**config.mk**
```make
export PLATFORM = sky130hd
export DESIGN_NAME = vga_frame_writer
export DESIGN_NICKNAME = d
export VERILOG_FILES = /design/src/rtl/vga_frame_writer.sv
export SDC_FILE = /design/constraint.sdc
export NUM_CORES = 1
export LEC_CHECK = 0
export ABC_AREA = 1
export CAP_MARGIN = 20
export CORE_ASPECT_RATIO = 0.6
export CORE_MARGIN = 2
export CORE_UTILIZATION = 40
export DETAILED_ROUTE_END_ITERATION = 10
export GPL_TIMING_DRIVEN = 0
export PLACE_DENSITY = 0.66
export SYNTH_ARGS = -nofsm -noshare
export SYNTH_HDL_FRONTEND = slang
export SYNTH_SLANG_ARGS = --single-unit
```
**constraint.sdc**
```tcl
create_clock -name clock -period 14.3 [get_ports clock]
set_input_delay 2.86 -clock clock [delete_from_list [all_inputs] [get_ports clock]]
set_output_delay 2.86 -clock clock [all_outputs]
set_load 0.05 [all_outputs]
```
**src/rtl/vga_frame_writer.sv**
```systemverilog
// vga_frame_writer: write-side sequencer for the 640x480 pixel-index frame memory.
// Paints the four blocks of a locked tetromino or clears the playfield, one pixel per clock.
module vga_frame_writer #(
  parameter int H_RES      = 640,
  parameter int V_RES      = 480,
  parameter int BLOCK_SIZE = 20,
  parameter int FIELD_X0   = 100,
  parameter int FIELD_Y0   = 40,
  parameter int FIELD_W    = 200,
  parameter int FIELD_H    = 400,
  parameter int BG_INDEX   = 0
) (
  input  logic        clock,
  input  logic        reset,
  input  logic        paint_req,
  input  logic        clear_req,
  input  logic [9:0]  b1x,
  input  logic [9:0]  b1y,
  input  logic [9:0]  b2x,
  input  logic [9:0]  b2y,
  input  logic [9:0]  b3x,
  input  logic [9:0]  b3y,
  input  logic [9:0]  b4x,
  input  logic [9:0]  b4y,
  input  logic [7:0]  blockType,
  output logic [18:0] wrAddr,
  output logic [7:0]  wrIndex,
  output logic        wrEn,
  output logic        busy,
  output logic        done
);

  // state | meaning
  // IDLE  | waiting for clear_req / paint_req (clear has priority)
  // PAINT | sweeping blk/dy/dx over the four latched blocks
  // CLEAR | sweeping the playfield rectangle with BG_INDEX
  // DONE  | one-cycle completion pulse, then back to IDLE
  typedef enum logic [1:0] {IDLE, PAINT, CLEAR, DONE} stateType;

  stateType    state, stateNext;
  logic [1:0]  blk, blkNext;
  logic [7:0]  xCnt, xCntNext;
  logic [8:0]  yCnt, yCntNext;
  logic [9:0]  bxLat [4];
  logic [9:0]  byLat [4];
  logic [7:0]  typeLat;
  logic [18:0] wrAddrNext;
  logic [7:0]  wrIndexNext;
  logic        wrEnNext, busyNext, doneNext;
  logic [10:0] px, py;
  logic [18:0] pyWide, pixAddr;
  logic        accept;

  assign accept = (state == IDLE) && (clear_req || paint_req);

  // 11-bit pixel coordinates so block origins near 1023 cannot wrap into range
  always_comb begin
    if (state == CLEAR) begin
      px = 11'(FIELD_X0) + {3'b0, xCnt};
      py = 11'(FIELD_Y0) + {2'b0, yCnt};
    end else begin
      px = {1'b0, bxLat[blk]} + {3'b0, xCnt};
      py = {1'b0, byLat[blk]} + {2'b0, yCnt};
    end
    pyWide = {8'b0, py};
    if (H_RES == 640) pixAddr = (pyWide << 9) + (pyWide << 7) + {8'b0, px};
    else              pixAddr = pyWide * 19'(H_RES) + {8'b0, px};
  end

  always_comb begin
    stateNext   = state;
    blkNext     = blk;
    xCntNext    = xCnt;
    yCntNext    = yCnt;
    wrAddrNext  = wrAddr;
    wrIndexNext = wrIndex;
    wrEnNext    = 1'b0;
    busyNext    = 1'b0;
    doneNext    = 1'b0;
    case (state)
      IDLE: begin
        blkNext  = '0;
        xCntNext = '0;
        yCntNext = '0;
        if (clear_req)      stateNext = CLEAR;
        else if (paint_req) stateNext = PAINT;
      end
      PAINT: begin
        wrAddrNext  = pixAddr;
        wrIndexNext = typeLat;
        wrEnNext    = (px < 11'(H_RES)) && (py < 11'(V_RES));
        busyNext    = 1'b1;
        if (xCnt == 8'(BLOCK_SIZE - 1)) begin
          xCntNext = '0;
          if (yCnt == 9'(BLOCK_SIZE - 1)) begin
            yCntNext = '0;
            blkNext  = blk + 2'd1;
            if (blk == 2'd3) stateNext = DONE;
          end else begin
            yCntNext = yCnt + 9'd1;
          end
        end else begin
          xCntNext = xCnt + 8'd1;
        end
      end
      CLEAR: begin
        wrAddrNext  = pixAddr;
        wrIndexNext = 8'(BG_INDEX);
        wrEnNext    = 1'b1;
        busyNext    = 1'b1;
        if (xCnt == 8'(FIELD_W - 1)) begin
          xCntNext = '0;
          if (yCnt == 9'(FIELD_H - 1)) begin
            yCntNext  = '0;
            stateNext = DONE;
          end else begin
            yCntNext = yCnt + 9'd1;
          end
        end else begin
          xCntNext = xCnt + 8'd1;
        end
      end
      DONE: begin
        doneNext  = 1'b1;
        stateNext = IDLE;
      end
      default: stateNext = IDLE;
    endcase
  end

  always_ff @(posedge clock or posedge reset) begin
    if (reset) begin
      state   <= IDLE;
      blk     <= '0;
      xCnt    <= '0;
      yCnt    <= '0;
      typeLat <= '0;
      for (int i = 0; i < 4; i++) begin
        bxLat[i] <= '0;
        byLat[i] <= '0;
      end
      wrAddr  <= '0;
      wrIndex <= '0;
      wrEn    <= 1'b0;
      busy    <= 1'b0;
      done    <= 1'b0;
    end else begin
      state   <= stateNext;
      blk     <= blkNext;
      xCnt    <= xCntNext;
      yCnt    <= yCntNext;
      wrAddr  <= wrAddrNext;
      wrIndex <= wrIndexNext;
      wrEn    <= wrEnNext;
      busy    <= busyNext;
      done    <= doneNext;
      if (accept) begin
        bxLat[0] <= b1x;  byLat[0] <= b1y;
        bxLat[1] <= b2x;  byLat[1] <= b2y;
        bxLat[2] <= b3x;  byLat[2] <= b3y;
        bxLat[3] <= b4x;  byLat[3] <= b4y;
        typeLat  <= blockType;
      end
    end
  end

endmodule

```
== Word level (Yosys, flattened, before mapping) ==
Index checks and enable logic that the tools add are counted.

* Bitwise operators: 1
* Add/subtract/negate cells: 9
* Mux-type cells: 31
* Reductions and logical operators: 11
* Magnitude comparators: 3
* Eq/ne operators: 14

{| class="wikitable"
|+ Operators with widths
! operator !! number
|-
| 10-bit binary-select mux with 2-bit select || 2
|-
| 10-bit 2-to-1 mux || 4
|-
| 9-bit 2-to-1 mux || 4
|-
| 9-bit one-hot mux with 3 select lines || 1
|-
| 8-bit one-hot mux with 3 select lines || 1
|-
| 11-bit 2-to-1 mux || 2
|-
| 19-bit by 11-bit adder with 19-bit output || 1
|-
| 19-bit by 18-bit adder with 19-bit output || 1
|-
| 2-bit 2-to-1 mux || 9
|-
| 8-bit 2-to-1 mux || 2
|-
| 8-bit one-hot mux with 2 select lines || 1
|-
| 10-bit by 8-bit adder with 11-bit output || 1
|-
| 10-bit by 9-bit adder with 11-bit output || 1
|-
| 11-bit by 10-bit < comparator with 1-bit output (second input constant) || 1
|-
| 11-bit by 9-bit < comparator with 1-bit output (second input constant) || 1
|-
| 6-bit by 9-bit adder with 10-bit output (first input constant) || 1
|-
| 7-bit by 8-bit adder with 9-bit output (first input constant) || 1
|-
| 9-bit by 1-bit adder with 9-bit output (second input constant) || 1
|-
| 9-bit by 5-bit equality test with 1-bit output (second input constant) || 1
|-
| 9-bit equality test (second input constant) || 1
|-
| 8-bit by 1-bit adder with 8-bit output (second input constant) || 1
|-
| 8-bit by 5-bit equality test with 1-bit output (second input constant) || 1
|-
| 8-bit equality test (second input constant) || 1
|-
| 2-bit one-hot mux with 4 select lines || 1
|-
| other kinds (19) || 28
|}

* Flip-flop bits (word level): 139
* Input port bits: 92

== Logic depth before layout (Yosys ltp) ==
* Depth in word-level cells: 9
* Mapped depth: 28
* Mapped depth without buffers: 25

== Worst setup path before layout ==
No wires, ideal clock.

* Path type: flip-flop to flip-flop
* From: reg blk[1]
* To: reg wrAddr[15]
* Data arrival time: 3882 ps
* Data required time: 14164 ps
* Slack: 10282 ps
* Path buffers: 3
* Setup time: 136 ps
* Cell stages (with the launch flop): 22
* Path through: dfrtp_1 buf_4 inv_1 clkbuf_1 clkbuf_1 o21ai_0 o22ai_1 ha_1 inv_1 fa_1 o21ai_0 inv_1 fa_1 inv_1 ha_1 a21oi_1 o21ai_0 a21oi_1 nor2_1 nor2_1 xor2_1 o21ai_0

* Word-level cells in the longest chain between the ends: 8
* Elaborated cells on any way between the ends: 13
* Those cells by class: 4 x add/sub; 8 x mux; 1 x bitwise

{| class="wikitable"
|+ Ends and longest elaborated chain
! item !! line !! source
|-
| start: declaration || 41 || <nowiki>logic [1:0] blk, blkNext;</nowiki>
|-
| start signal: assignment || 149 || <nowiki>blk <= blkNext;</nowiki>
|-
| 2-bit inverter with 3-bit output (not written as such) * || 62, 63 ||
|-
| 10-bit binary-select mux with 2-bit select || 63 || <nowiki>py = {1'b0, byLat[blk]} + {2'b0, yCnt};</nowiki>
|-
| 10-bit 2-to-1 mux (not written as such) (2 in series) || 63 ||
|-
| 10-bit by 9-bit adder with 11-bit output || 63 ||
|-
| 11-bit 2-to-1 mux || 58 || <nowiki>if (state == CLEAR) begin</nowiki>
|-
| 19-bit by 18-bit adder with 19-bit output || 66 || <nowiki>if (H_RES == 640) pixAddr = (pyWide << 9) + (pyWide << 7) + {8'b0, px};</nowiki>
|-
| 19-bit by 11-bit adder with 19-bit output * || 66 ||
|-
| end signal: assignment || 152 || <nowiki>wrAddr <= wrAddrNext;</nowiki>
|-
| end: declaration || 26 || <nowiki>output logic [18:0] wrAddr,</nowiki>
|}

Every way passes the cells marked *; elsewhere a longest branch is shown, timed or not. The select of a mux whose other input is x is not followed.
A chain may end at the register's enable or synchronous reset.

== Worst setup path in the final report ==
Ends and elaborated chain as after synthesis.

==> results.md <==
* RD Place Congestion at 0.8769
* Reg power frac at 44.4%
* Crit-path cells: buf_4 > inv_1 > clkbuf_1 > clkbuf_1 > o21ai_0 > o22ai_1 > ha_1 > inv_1 > fa_1 > o21ai_0 > inv_1 > fa_1 > inv_1 > ha_1 > a21oi_1 > o21ai_0 > a21oi_1 > nor2_1 > nor2_1 > xor2_1 > o21ai_0
* Number of synthesized flops with an enable pin at 0
* Yosys warnings at 0
* CP Data Arrival Time at 5.56 ns
* Post-DP HPWL at 16790 um
* 1st-iter DRT viols at 452
* P_leak at 5.167 nW
* Slew Limit Fails at 0
* CP Data Required Time at 14.58 ns
* Clock power share at 51.5%
* Layout Nets at 1190
* CP startpoint kind: flop
* Endpoints failing hold at 0
* Vias per inst at 5.086
* Worst slew pin tran at 0.7221 ns
* Largest net degree at the start of global routing at 84
* Site row count at 40
* PortBufs at 121
* Final min period at 5.274 ns
* Clk_lat worst skew at 0.43 ns
* I/O Pins at 122
* Layout cells sized above 1 at 14.46%
* Final setup viols at 0
* Fillers at 1866
* Largest fanout on the critical path at 10
* Register area at 0.003478 mm^2
* Initial Util at 40.43%
* Fmax at 189.6 MHz
* Seq cells post-synth at 139
* Hold Crit Class: reg -> reg
* Die H at 113.8 um
* Avg Cell Area, Syn at 8.887 um^2
* 1st-pass router iterations at 6
* Outcome: finished, final reports clean
* Pwr Density at 86.54 mW/mm^2
* Full die area at 0.02127 mm^2
* VDD IR max at 0.07752 mV
* CP Capture Type: flop
* Postcts setup bufs at 0
* Global-route wire length before repair at 35760 um
* Post-synthesis sequential area ratio at 43.30%
* Async SR Flop Fraction at 100.0%
* Period utilization at 36.88%
* CTS resizes at 0
* Internal at 689.2 uW
* # DRC at 0
* TNS Setup at 0 ns
* Vias in the first global route at 6597
* Worst Path Buf+Inv at 7
* CP max stage cell: clkbuf_1
* P_sw at 195.7 uW
* Die Wd at 187.0 um
* Cts hold-fix bufs at 0
* Syn-to-layout area delta at 27.27%
* Worst clock skew at 0.009215 ns
* Synth Flop Type: dfrtp_1
* Worst path depth at 21
* H-tree levels at 4
* Worst-path clk slew at 0.06 ns
* Syn nets at 1049
* Antenna-violating nets left at 0
* Area of the multi-input gates at 0.004078 mm^2
* Total gr overflow at 0
* Relative slew slack at 51.86%
* Global Route Usage Sum at 21.71%
* Avg WL per Cell at 16.61 um
* Core Footprint at 0.01987 mm^2
* Yosys cell types at 47
* Slowest stage delay, CP at 0.51 ns
* Worst Reg-to-Reg Cells at 21
* Cell class contributing the biggest share of worst-path delay: adder cells
* Drt total wl at 22110 um
* CP Class: reg -> reg
* CTS root buf: clkbuf_16
* Max_cap viols at 0
* Hold depth at 2
* TritonCTS clock tree: done
* Gate power share at 4.1%
* Via Count at 6770
* Netlist Area Pre-Place at 0.008034 mm^2
* CTS sink cnt at 139
* Hold_ws at 0.4722 ns
* Sw frac at 22.12%
* Clock buffer depth at 2
* Mapped Cells at 904
* Initial antenna violation count at 0
* RSZ-0062 raised after global routing: false
* Antenna diodes at 0
* Inserted Clock Buffers at 17
flip-flops by register name, indices dropped and copies added, names as in the netlist:
register  cells
state         2
yCnt          9
wrIndex       8
byLat        40
xCnt          8
wrAddr       19
busy          1
wrEn          1
done          1
blk           2
typeLat       8
bxLat        40
synthesized netlist by cell type (all sizes together), types with 5 or more instances:
master  count  share of area [%]
dfrtp     139                 43
buf        17                1.2
nor3       12               0.93
ha         48                7.5
xor2       11                1.2
nor2      101                5.0
a21oi      44                2.7
nand2     164                7.8
o21ai      67                4.3
inv        84                3.9
clkbuf     16               0.75
o22ai      19                1.5
a31oi       7               0.55
fa          5                1.2
mux2       83                 12
nand4       6               0.47
nand3      54                3.5
placed cells by master, fill, tap and decap left out, types with 4 or more instances in the layout:
cell type / synthesis / routed
dfrtp_1: 139 / 139
o21ai_0: 63 / 63
a21o_1: 4 / 4
fa_1: 5 / 5
mux2_2: 83 / 83
inv_1: 81 / 80
nand3_1: 52 / 52
nand2_1: 162 / 162
clkbuf_16: 0 / 17
a21oi_1: 44 / 44
o22ai_1: 19 / 19
ha_1: 48 / 48
clkinvlp_4: 0 / 5
clkdlybuf4s50_1: 0 / 121
buf_2: 12 / 12
clkbuf_1: 16 / 17
nor2_1: 98 / 98
nand4_1: 6 / 6
xor2_1: 11 / 11
nor3_1: 9 / 9
a31oi_1: 7 / 7
final timing paths:
check / from / endpoint / slack (ns)
setup / recovery: blk[1]$_DFFE_PP0P_ / wrAddr[15]$_DFFE_PP0P_ / 9.03
min in group asynchronous: reset / byLat[2]$_DFFE_PP0P_ / 2.85
max in group asynchronous: reset / byLat[29]$_DFFE_PP0P_ / 10.65
hold / removal: wrAddr[8]$_DFFE_PP0P_ / wrAddr[8]$_DFFE_PP0P_ / 0.47
setup reg to reg: blk[1]$_DFFE_PP0P_ / wrAddr[15]$_DFFE_PP0P_ / 9.03
hold reg to reg: wrAddr[8]$_DFFE_PP0P_ / wrAddr[8]$_DFFE_PP0P_ / 0.47
through the flow:
| step | cells | power, mW | instance area [um^2] | setup WS, ns | utilization (%) |
|---|---|---|---|---|---|
| after floorplan | 904 | 0.4066 | 8034 | 7.715 | - |
| after global placement | 1298 | 0.4367 | 9587 | 5.639 | 48.25 |
| after detailed placement | 1299 | 0.4373 | 9619 | 9.065 | 48.41 |
| after CTS | 1331 | 0.8915 | 10220 | 9.035 | 51.46 |
| after global routing | 1331 | 0.9123 | 10220 | 8.640 | 51.46 |
| final | 1331 | 0.8849 | 10220 | 9.026 | 51.46 |
logic make-up (layout without fill, tap and decap cells):
family	after synthesis	count (layout)	synth area share [%]
AO/OA/AOI/OAI	152	152	10.61
multiplexers	84	84	11.76
AND/OR/NAND/NOR	343	343	18.14
buffers and inverters	119	273	5.949
XOR/XNOR	14	14	1.526
flip-flops	139	139	43.30
adder cells (fa/ha/maj)	53	53	8.721
per-layer routing:
metal	routed length, um	GRT usage (%)	part of all wire [%]
met4	180	4.603	0.81
met1	11670	33.62	53
met2	8956	30.81	41
met5	0	0	0
met3	1298	4.646	5.9
area by class of cell:
cell class	instances	share of cell area [%]
multi-input cells	646	39.88
repair buffers	122	12.11
plain buffers	33	1.505
flip-flops and latches	139	34.02
well taps	273	3.341
clock buffers	21	4.601
inverters	86	3.218
clock inverters	11	1.322
worst reg2reg max path, delay by kind of cell, from the launching register on:
kind	cells	cell delay [ns]
AOI/OAI and AO/OA	7	1.48
xor gates and xnor gates	1	0.14
adders and majority gates	4	1.49
buffers and inverters	7	1.44
DFF	1	0.38
and+or+nand+nor	2	0.20
power by group through the flow:
stage	Combinational, mW	Clock, mW	Sequential, mW
global placement	0.0360	0	0.401
detailed placement	0.0368	0	0.400
CTS	0.0371	0.461	0.393
finish	0.0362	0.455	0.393
floorplan	0.00603	0	0.401
global route	0.0394	0.480	0.393
Power figures use the tool's default switching activity.
